[src/rtl/intersection_pkg.sv]
// Shared types and constants for the two-approach intersection sequencer.
// Phase codes double as the external phase status encoding.
package intersection_pkg;

    typedef enum logic [2:0] {
        IDLE  = 3'd0,
        NS_G  = 3'd1,
        NS_Y  = 3'd2,
        AR_NS = 3'd3,
        EW_G  = 3'd4,
        EW_Y  = 3'd5,
        AR_EW = 3'd6
    } phase_t;

    localparam logic [2:0] LAMP_RED = 3'b100;
    localparam logic [2:0] LAMP_YEL = 3'b010;
    localparam logic [2:0] LAMP_GRN = 3'b001;

    localparam int DEF_GREEN_T  = 70;
    localparam int DEF_YELLOW_T = 5;
    localparam int DEF_ALLRED_T = 2;
    localparam int DEF_WALK_T   = 20;
    localparam int DEF_CNT_W    = 8;

    function automatic logic [2:0] ns_lamp(input phase_t p);
        logic [2:0] l;
        l = LAMP_RED;
        if (p == NS_G) l = LAMP_GRN;
        if (p == NS_Y) l = LAMP_YEL;
        return l;
    endfunction

    function automatic logic [2:0] ew_lamp(input phase_t p);
        logic [2:0] l;
        l = LAMP_RED;
        if (p == EW_G) l = LAMP_GRN;
        if (p == EW_Y) l = LAMP_YEL;
        return l;
    endfunction

endpackage

[src/rtl/phase_timer.sv]
// Per-phase cycle counter: clears on phase entry, counts up and
// holds at the selected terminal count so a resting green stays expired.
module phase_timer #(
    parameter int CNT_W = 8
) (
    input  logic             clk,
    input  logic             rst_n,
    input  logic             clr,
    input  logic [CNT_W-1:0] tc,
    output logic             expire
);

    logic [CNT_W-1:0] cnt;

    assign expire = (cnt == tc);

    always_ff @(posedge clk or negedge rst_n) begin
        if (!rst_n) begin
            cnt <= '0;
        end else if (clr) begin
            cnt <= '0;
        end else if (!expire) begin
            cnt <= cnt + 1'b1;
        end
    end

endmodule

[src/rtl/intersection_sequencer.sv]
// Two-approach traffic phase controller with demand-latched rest in green.
// Optional pedestrian walk extension of all-red enabled by PED_WALK_EN.
module intersection_sequencer
    import intersection_pkg::*;
#(
    parameter int GREEN_T  = DEF_GREEN_T,
    parameter int YELLOW_T = DEF_YELLOW_T,
    parameter int ALLRED_T = DEF_ALLRED_T,
`ifdef PED_WALK_EN
    parameter int WALK_T   = DEF_WALK_T,
`endif
    parameter int CNT_W    = DEF_CNT_W
) (
    input  logic       clk,
    input  logic       rst_n,
    input  logic       enable,
    input  logic       ns_req,
    input  logic       ew_req,
`ifdef PED_WALK_EN
    input  logic       ped_req,
    output logic       walk,
`endif
    output logic       ns_green,
    output logic       ns_yellow,
    output logic       ns_red,
    output logic       ew_green,
    output logic       ew_yellow,
    output logic       ew_red,
    output logic [2:0] phase
);

    localparam logic [CNT_W-1:0] TC_G = CNT_W'(GREEN_T - 1);
    localparam logic [CNT_W-1:0] TC_Y = CNT_W'(YELLOW_T - 1);
    localparam logic [CNT_W-1:0] TC_A = CNT_W'(ALLRED_T - 1);
`ifdef PED_WALK_EN
    localparam logic [CNT_W-1:0] TC_W = CNT_W'(WALK_T - 1);
`endif

    phase_t           state;
    phase_t           nxt;
    logic             pend_ns;
    logic             pend_ew;
    logic             dem_ns;
    logic             dem_ew;
    logic             enter;
    logic             expire;
    logic [CNT_W-1:0] tc;
    logic [2:0]       ns_l;
    logic [2:0]       ew_l;
`ifdef PED_WALK_EN
    logic             pend_ped;
    logic             walk_q;
    logic             enter_ar;
`endif

    // A live request counts as demand immediately, not one cycle late
    assign dem_ns = pend_ns | ns_req;
    assign dem_ew = pend_ew | ew_req;
    assign enter  = (nxt != state);

    always_comb begin
        tc = '0;
        unique case (state)
            NS_G, EW_G:   tc = TC_G;
            NS_Y, EW_Y:   tc = TC_Y;
`ifdef PED_WALK_EN
            AR_NS, AR_EW: tc = walk_q ? TC_W : TC_A;
`else
            AR_NS, AR_EW: tc = TC_A;
`endif
            default:      tc = '0;
        endcase
    end

    always_comb begin
        nxt = state;
        unique case (state)
            IDLE:  if (enable) nxt = NS_G;
            NS_G:  if (!enable || (expire && dem_ew)) nxt = NS_Y;
            NS_Y:  if (expire) nxt = AR_NS;
            AR_NS: if (expire) nxt = enable ? EW_G : IDLE;
            EW_G:  if (!enable || (expire && dem_ns)) nxt = EW_Y;
            EW_Y:  if (expire) nxt = AR_EW;
            AR_EW: if (expire) nxt = enable ? NS_G : IDLE;
            default: nxt = IDLE;
        endcase
    end

    phase_timer #(
        .CNT_W (CNT_W)
    ) u_timer (
        .clk    (clk),
        .rst_n  (rst_n),
        .clr    (enter),
        .tc     (tc),
        .expire (expire)
    );

    always_ff @(posedge clk or negedge rst_n) begin
        if (!rst_n) begin
            state   <= IDLE;
            pend_ns <= 1'b0;
            pend_ew <= 1'b0;
            ns_l    <= LAMP_RED;
            ew_l    <= LAMP_RED;
        end else begin
            state <= nxt;
            ns_l  <= ns_lamp(nxt);
            ew_l  <= ew_lamp(nxt);
            // Entering the green serves the request, even one arriving now
            if (enter && nxt == NS_G) pend_ns <= 1'b0;
            else if (state != NS_G && ns_req) pend_ns <= 1'b1;
            if (enter && nxt == EW_G) pend_ew <= 1'b0;
            else if (state != EW_G && ew_req) pend_ew <= 1'b1;
        end
    end

`ifdef PED_WALK_EN
    assign enter_ar = enter && (nxt == AR_NS || nxt == AR_EW);
    assign walk     = walk_q;

    always_ff @(posedge clk or negedge rst_n) begin
        if (!rst_n) begin
            pend_ped <= 1'b0;
            walk_q   <= 1'b0;
        end else if (enter_ar) begin
            pend_ped <= 1'b0;
            walk_q   <= pend_ped | ped_req;
        end else begin
            pend_ped <= pend_ped | ped_req;
            if (enter) walk_q <= 1'b0;
        end
    end
`endif

    assign {ns_red, ns_yellow, ns_green} = ns_l;
    assign {ew_red, ew_yellow, ew_green} = ew_l;
    assign phase = state;

endmodule

[config.mk]
export PLATFORM = sky130hd
export DESIGN_NAME = intersection_sequencer
export DESIGN_NICKNAME = d
export VERILOG_FILES = /design/src/rtl/intersection_pkg.sv /design/src/rtl/phase_timer.sv /design/src/rtl/intersection_sequencer.sv
export SDC_FILE = /design/constraint.sdc
export NUM_CORES = 1
export LEC_CHECK = 0
export ABC_AREA = 0
export CORE_ASPECT_RATIO = 0.75
export CORE_MARGIN = 2
export CORE_UTILIZATION = 34
export CTS_BUF_LIST = sky130_fd_sc_hd__clkbuf_8
export CTS_CLUSTER_DIAMETER = 30
export DETAILED_ROUTE_END_ITERATION = 8
export PLACE_DENSITY_LB_ADDON = 0.1
export REMOVE_ABC_BUFFERS = 1
export SYNTH_ARGS = -nofsm -noshare
export SYNTH_HDL_FRONTEND = slang
export SYNTH_SLANG_ARGS = --single-unit
[constraint.sdc]
create_clock -name clk -period 4.3 [get_ports clk]
set_input_delay 0.86 -clock clk [delete_from_list [all_inputs] [get_ports clk]]
set_output_delay 0.86 -clock clk [all_outputs]
set_load 0.02 [all_outputs]
==> impl_metrics.yaml, run 1 <==
pwr:
  pwr-share-clk_pct: 11.6
  power_w: 0.00108
  switching_power_w: 0.000488
  seq_power_share_pct: 31.0
  p_per_area_nw_per_um2: 751
  internal-power_w: 0.000591
  switching_share_pct: 45.2
  peakVddDrop_mv: 0.289
  combPwrFrac_pct: 57.4
  power.leakage_nw: 0.601
final_layout:
  final_common_cell: "dfrtp_1"
  num-nets-final: 145
  final_cell_mix: "17 x dfrtp_1, 13 x nor2_1, 13 x clkdlybuf4s50_1"
  nFillCells: 361
  drive_above_1_share_pct: 14.5
  n_antenna_cell: 0
  seqCellArea_sq_um: 478
  syn_to_final_growth_pct: 13.8
  instances_no_fill: 190
  multi_input_area_sq_um: 703
critical_path:
  path_cells: "xor2_1 -> mux2_4 -> a211oi_4 -> o22ai_1 -> a2bb2oi_2 -> nor3b_1"
  cp_slowest_stage_delay_ns: 0.81
  critPathKind: "flip-flop to flip-flop"
  crit_slowest_cell: "dfrtp_1"
  cp-start-kind: "flip-flop"
  reg2reg_depth: 6
  cp_data_required_time_ns: 4.41
  cp.arrival_ns: 2.96
  cp-end-kind: "flip-flop"
  critPathMaxFanout: 22
cts:
  clock_path_buffers: 2
  cts_max_level: 1
  cts_tree: "done"
  postCtsSetupBuffers: 0
  cts_root_buffer: "clkbuf_8"
  hold_buffers: 0
  cts_buffers: 3
  clk_pin_slew_ns: 0.07
  insertion_delay_ns: 0.26
  post_cts_resized: 0
  cts_num_sinks: 19
global_routing:
  grt_use_total_pct: 14.5
  grt_start_max_net_pins: 23
  antenna_found_initial: 0
  grt-ovfl-total: 0
  first_global_vias: 874
  grt_pass1_wl_microns: 4640
placed_design:
  place_hpwl_microns: 1880
  dp.cells: 186
  dp_slack_ns: 1.35
  routabilityCongestion: 0.822
  io_buffer_count: 13
timing:
  max_freq_mhz: 350
  period_needed_ns: 2.85
  finalClockSkew_ns: 0.00239
  worstMarginPinSlew_ns: 0.886
  slew_violations: 0
  final_hold_viol_count: 0
  setup_viol: 0
  rsz0062_at_grt: "false"
  relSlewSlack_pct: 40.8
  tns_ns: 0
  finalCritPeriodShare_pct: 66.4
  setup_ws_ns: 1.45
die:
  ios: 14
  die_h_microns: 56.8
  fp-row-count: 19
  start_util_pct: 35.0
  core-area_sq_um: 3610
  die_w_microns: 74.4
  dieArea_sq_um: 4230
yosys:
  synth_area_sq_um: 1260
  ys_warn_count: 0
  avgSynthCellArea_sq_um: 9.65
  synth-edff-count: 0
  async_flop_share_pct: 100
  synthCells: 131
  ys_types: 52
  yosysSeqAreaShare_pct: 37.8
  synth_ff_type: "dfrtp_1"
  yosys_register_bits: 19
min_path:
  hold_depth: 2
  hp-class: "flip-flop to flip-flop"
routing:
  wl_per_cell_microns: 13.9
  wl_met3_microns: 89
  met1_length_microns: 1480
  drtIter0Drc: 57
  vias: 952
  drc: 0
  drtAntennaViolNets: 0
  viasPerCell: 5.01
  wl_met2_microns: 1040
  highest_layer: "met4"
  wl_microns: 2650
  dr.pass1.iters: 4
flow_run:
  maxCapViolCount: 0
outcome:
  status: "finished, final reports clean"
==> metrics by stage <==
stage               area (sq um)  util, %  hold WS (ns)
detailed placement          1390     38.5         0.487
CTS                         1440     39.8         0.505
floorplan                   1200        -         0.455
finish                      1440     39.8         0.499
global route                1440     39.8         0.537
global placement            1390     38.5         0.477
==> path summary, 6_finish.rpt <==
check / from / endpoint / slack [ns]
worst max-delay path: phase[2]$_DFF_PN0_ / u_timer.cnt[1]$_DFFE_PN0P_ / 1.45
worst min-delay path: pend_ew$_DFFE_PN0P_ / pend_ew$_DFFE_PN0P_ / 0.50
worst max register to register: phase[2]$_DFF_PN0_ / u_timer.cnt[1]$_DFFE_PN0P_ / 1.45
worst min register to register: pend_ew$_DFFE_PN0P_ / pend_ew$_DFFE_PN0P_ / 0.50
max in group asynchronous: rst_n / u_timer.cnt[6]$_DFFE_PN0P_ / 2.65
min in group asynchronous: rst_n / u_timer.cnt[4]$_DFFE_PN0P_ / 1.10
==> critical path, delay by kind of cell (launching register included) <==
family	cells	cell delay (ns)
muxes	1	0.34
and+or+nand+nor	1	0.11
DFF	1	0.81
xor gates and xnor gates	1	0.28
AOI/OAI and AO/OA	3	1.15
==> area by class of cell <==
class	count	share of cell area [%]
Sequential cell	19	33.2
Multi-Input combinational cell	98	48.9
Timing Repair Buffer	13	9.05
Clock buffer	3	2.87
Clock inverter	1	0.348
Inverter	4	1.04
Tap cell	52	4.53
==> per-layer routing <==
layer	GRT usage [%]	vias to the layer above
met2	16.9	15
met1	24.4	454
li1	-	479
met5	0	-
met4	5.36	0
met3	3.77	4
==> power by group through the flow <==
stage | clock network [W] | registers (W) | logic [W]
floorplan | 0 | 0.000355 | 0.000425
CTS | 0.000131 | 0.000335 | 0.000625
global route | 0.000139 | 0.000350 | 0.000680
finish | 0.000125 | 0.000335 | 0.000619
global placement | 0 | 0.000337 | 0.000625
detailed placement | 0 | 0.000339 | 0.000622
==> state kept, by name (all words and copies together) (netlist names) <==
signal       flops
ew_l             3
ns_l             3
pend_ew          1
pend_ns          1
phase            3
u_timer.cnt      8
==> Yosys cell counts, drive strengths merged (2+ instances only) <==
| library cell | instances | area share, % |
|---|---|---|
| dfrtp | 17 | 34 |
| nor2 | 13 | 3.9 |
| nand2 | 10 | 3.0 |
| buf | 8 | 4.8 |
| a21oi | 7 | 2.8 |
| o21ai | 7 | 2.8 |
| xor2 | 6 | 4.2 |
| a211oi | 4 | 4.8 |
| and2 | 4 | 2.2 |
| inv | 4 | 1.2 |
| nand3 | 4 | 1.6 |
| xnor2 | 4 | 3.4 |
| mux2i | 3 | 2.4 |
| nor3b | 3 | 2.2 |
| a21o | 2 | 1.2 |
| a2bb2oi | 2 | 1.9 |
| a31oi | 2 | 0.99 |
| and3 | 2 | 0.99 |
| and4bb | 2 | 2.0 |
| clkbuf | 2 | 0.59 |
| dfstp | 2 | 4.2 |
| nor2b | 2 | 0.99 |
| nor3 | 2 | 0.79 |
| o22ai | 2 | 0.99 |
| or4 | 2 | 1.2 |
==> cells by family after synthesis <==
| family | count (synthesis) | share of synthesized area [%] |
|---|---|---|
| adders and majority gates | 1 | 0.990 |
| AOI/OAI and AO/OA | 32 | 19.7 |
| muxes | 4 | 3.56 |
| DFF | 19 | 37.8 |
| and+or+nand+nor | 51 | 23.9 |
| buffers and inverters | 14 | 6.53 |
| xor gates and xnor gates | 10 | 7.53 |
Power figures use the tool's default switching activity.
==> run 2, diff against run 1 <==
clock period = 2.7 ns   (was 4.3 ns; I/O delays follow)
==> run 2 against run 1 <==
Non-clock buffer count rose by 9. Combinational power rose by 81%. Final cell count rose by 4.7%. Power rose by 67%. Routed wire length rose by 6.9%. Sequential cell count did not move. Maximum frequency rose by 25%. Core utilization rose by 1.8 points. Critical path depth rose by 1. Worst setup slack got worse by 1.0 ns. Cell area rose by 4.6%. Hold slack got worse by 0.0029 ns. Largest power group unchanged.
==> impl_metrics.yaml, run 2 (same netlist as run 1, synthesis figures left out) <==
routing:
  drc: 0
  drtAntennaViolNets: 0
  dr.pass1.iters: 4
  vias: 1031
  drtIter0Drc: 55
  viasPerCell: 5.18
  wl_microns: 2830
  wl_per_cell_microns: 14.2
die:
  die_w_microns: 74.4
  die_h_microns: 56.8
  fp-row-count: 19
  start_util_pct: 35.0
  dieArea_sq_um: 4230
  ios: 14
  core-area_sq_um: 3610
flow_run:
  maxCapViolCount: 0
pwr:
  power.leakage_nw: 0.647
  p_per_area_nw_per_um2: 1200
  power_w: 0.00181
  peakVddDrop_mv: 0.409
timing:
  final_hold_viol_count: 0
  finalClockSkew_ns: 0.00382
  period_needed_ns: 2.28
  slew_violations: 0
  setup_viol: 0
  max_freq_mhz: 438
  relSlewSlack_pct: 69.9
  finalCritPeriodShare_pct: 84.5
  rsz0062_at_grt: "false"
  worstMarginPinSlew_ns: 0.444
  setup_ws_ns: 0.419
  tns_ns: 0
final_layout:
  syn_to_final_growth_pct: 19.0
  nFillCells: 383
  largest_reg_flops: 8
  regMostFlops: "u_timer.cnt"
  final_cell_mix: "17 x dfrtp_1, 13 x nor2_1, 13 x clkdlybuf4s50_1"
  n_antenna_cell: 0
  drive_above_1_share_pct: 19.0
  utilization_pct: 41.6
  fin_area_sq_um: 1500
  final_common_cell: "dfrtp_1"
  num-nets-final: 154
min_path:
  hp-class: "flip-flop to flip-flop"
  hp-start: "pend_ew$_DFFE_PN0P_"
critical_path:
  cp-start-kind: "flip-flop"
  critPathBufInv: 1
  cp_slowest_stage_delay_ns: 0.55
  cp_data_required_time_ns: 2.90
  startpoint: "phase[0]$_DFF_PN0_"
  cp.arrival_ns: 2.48
  reg2reg_from: "phase[0]$_DFF_PN0_"
  path_cells: "xor2_1 -> mux2_4 -> a211oi_4 -> buf_4 -> a21boi_0 -> o31ai_1 -> and2_1"
  critPathKind: "flip-flop to flip-flop"
  critical-path-top-delay-family: "compound AO/OA/AOI/OAI gates"
  critPathMaxFanout: 12
  cp-end-kind: "flip-flop"
  crit_slowest_cell: "dfrtp_1"
cts:
  postCtsSetupBuffers: 0
  cts_num_sinks: 19
  clk_pin_slew_ns: 0.07
  cts_max_level: 1
  cts_root_buffer: "clkbuf_8"
  insertion_delay_ns: 0.26
  post_cts_resized: 0
  clock_path_buffers: 2
  cts_tree: "done"
  hold_buffers: 0
  cts_buffers: 3
global_routing:
  grt-ovfl-total: 0
  antenna_found_initial: 0
  grt_pass1_wl_microns: 4860
  first_global_vias: 978
  grt_start_max_net_pins: 20
  grt_use_total_pct: 15.2
placed_design:
  place_hpwl_microns: 2120
  io_buffer_count: 13
  place_area_sq_um: 1460
  dp_slack_ns: 0.316
  routabilityCongestion: 0.835
outcome:
  status: "finished, final reports clean"
run 2: cell count changes in the layout (fill, tap and decap cells not counted):
cell,previous run,this run
inv_1,3,4
clkinv_2,1,0
buf_4,0,9
run 2: final timing paths:
kind / cells past startpoint / slack [ns] / endpoint
max: 7 / 0.42 / ns_l[1]$_DFF_PN0_
min: 2 / 0.50 / pend_ew$_DFFE_PN0P_
max reg2reg: 7 / 0.42 / ns_l[1]$_DFF_PN0_
min reg2reg: 2 / 0.50 / pend_ew$_DFFE_PN0P_
max in group asynchronous: 2 / 1.82 / ew_l[2]$_DFF_PN1_
min in group asynchronous: 2 / 0.61 / u_timer.cnt[1]$_DFFE_PN0P_
run 2: metrics by stage:
stage          hold WS [ns]  std cells
3_5_place_dp          0.488        195
3_3_place_gp          0.480        195
4_1_cts               0.505        199
6_report              0.496        199
5_1_grt               0.565        199
2_1_floorplan         0.244        121
run 2: worst register-to-register path, stage by stage, from the launching register on:
cell and delay, ns:
dfrtp_1 0.55, xor2_1 0.27, mux2_4 0.34, a211oi_4 0.29, buf_4 0.26, a21boi_0 0.10
o31ai_1 0.25, and2_1 0.16
run 2: per-layer routing:
| layer | vias up | wire [microns] | part of all wire [%] | GRT usage [%] |
|---|---|---|---|---|
| met5 | - | 0 | 0 | 0 |
| met3 | 2 | 251 | 8.9 | 4.85 |
| met4 | 0 | 17 | 0.60 | 2.55 |
| li1 | 501 | - | - | - |
| met2 | 39 | 1180 | 41 | 20.9 |
| met1 | 489 | 1390 | 49 | 23.4 |
run 2: cell type report:
class / count / area [sq um] / share of cell area [%]
Multi-Input combinational cell: 98 / 703 / 46.8
Timing Repair Buffer: 22 / 198 / 13.1
Tap cell: 52 / 65.1 / 4.33
Clock buffer: 3 / 41.3 / 2.75
Sequential cell: 19 / 478 / 31.8
Inverter: 4 / 15.0 / 0.998
Clock inverter: 1 / 3.75 / 0.250
run 2: power by group:
part | internal, W | total (W) | leakage, nW | switching (W)
clock | 0.000101 | 0.000198 | 0.0269 | 0.0000964
combinational | 0.000519 | 0.00112 | 0.379 | 0.000598
sequential | 0.000379 | 0.000494 | 0.241 | 0.000115
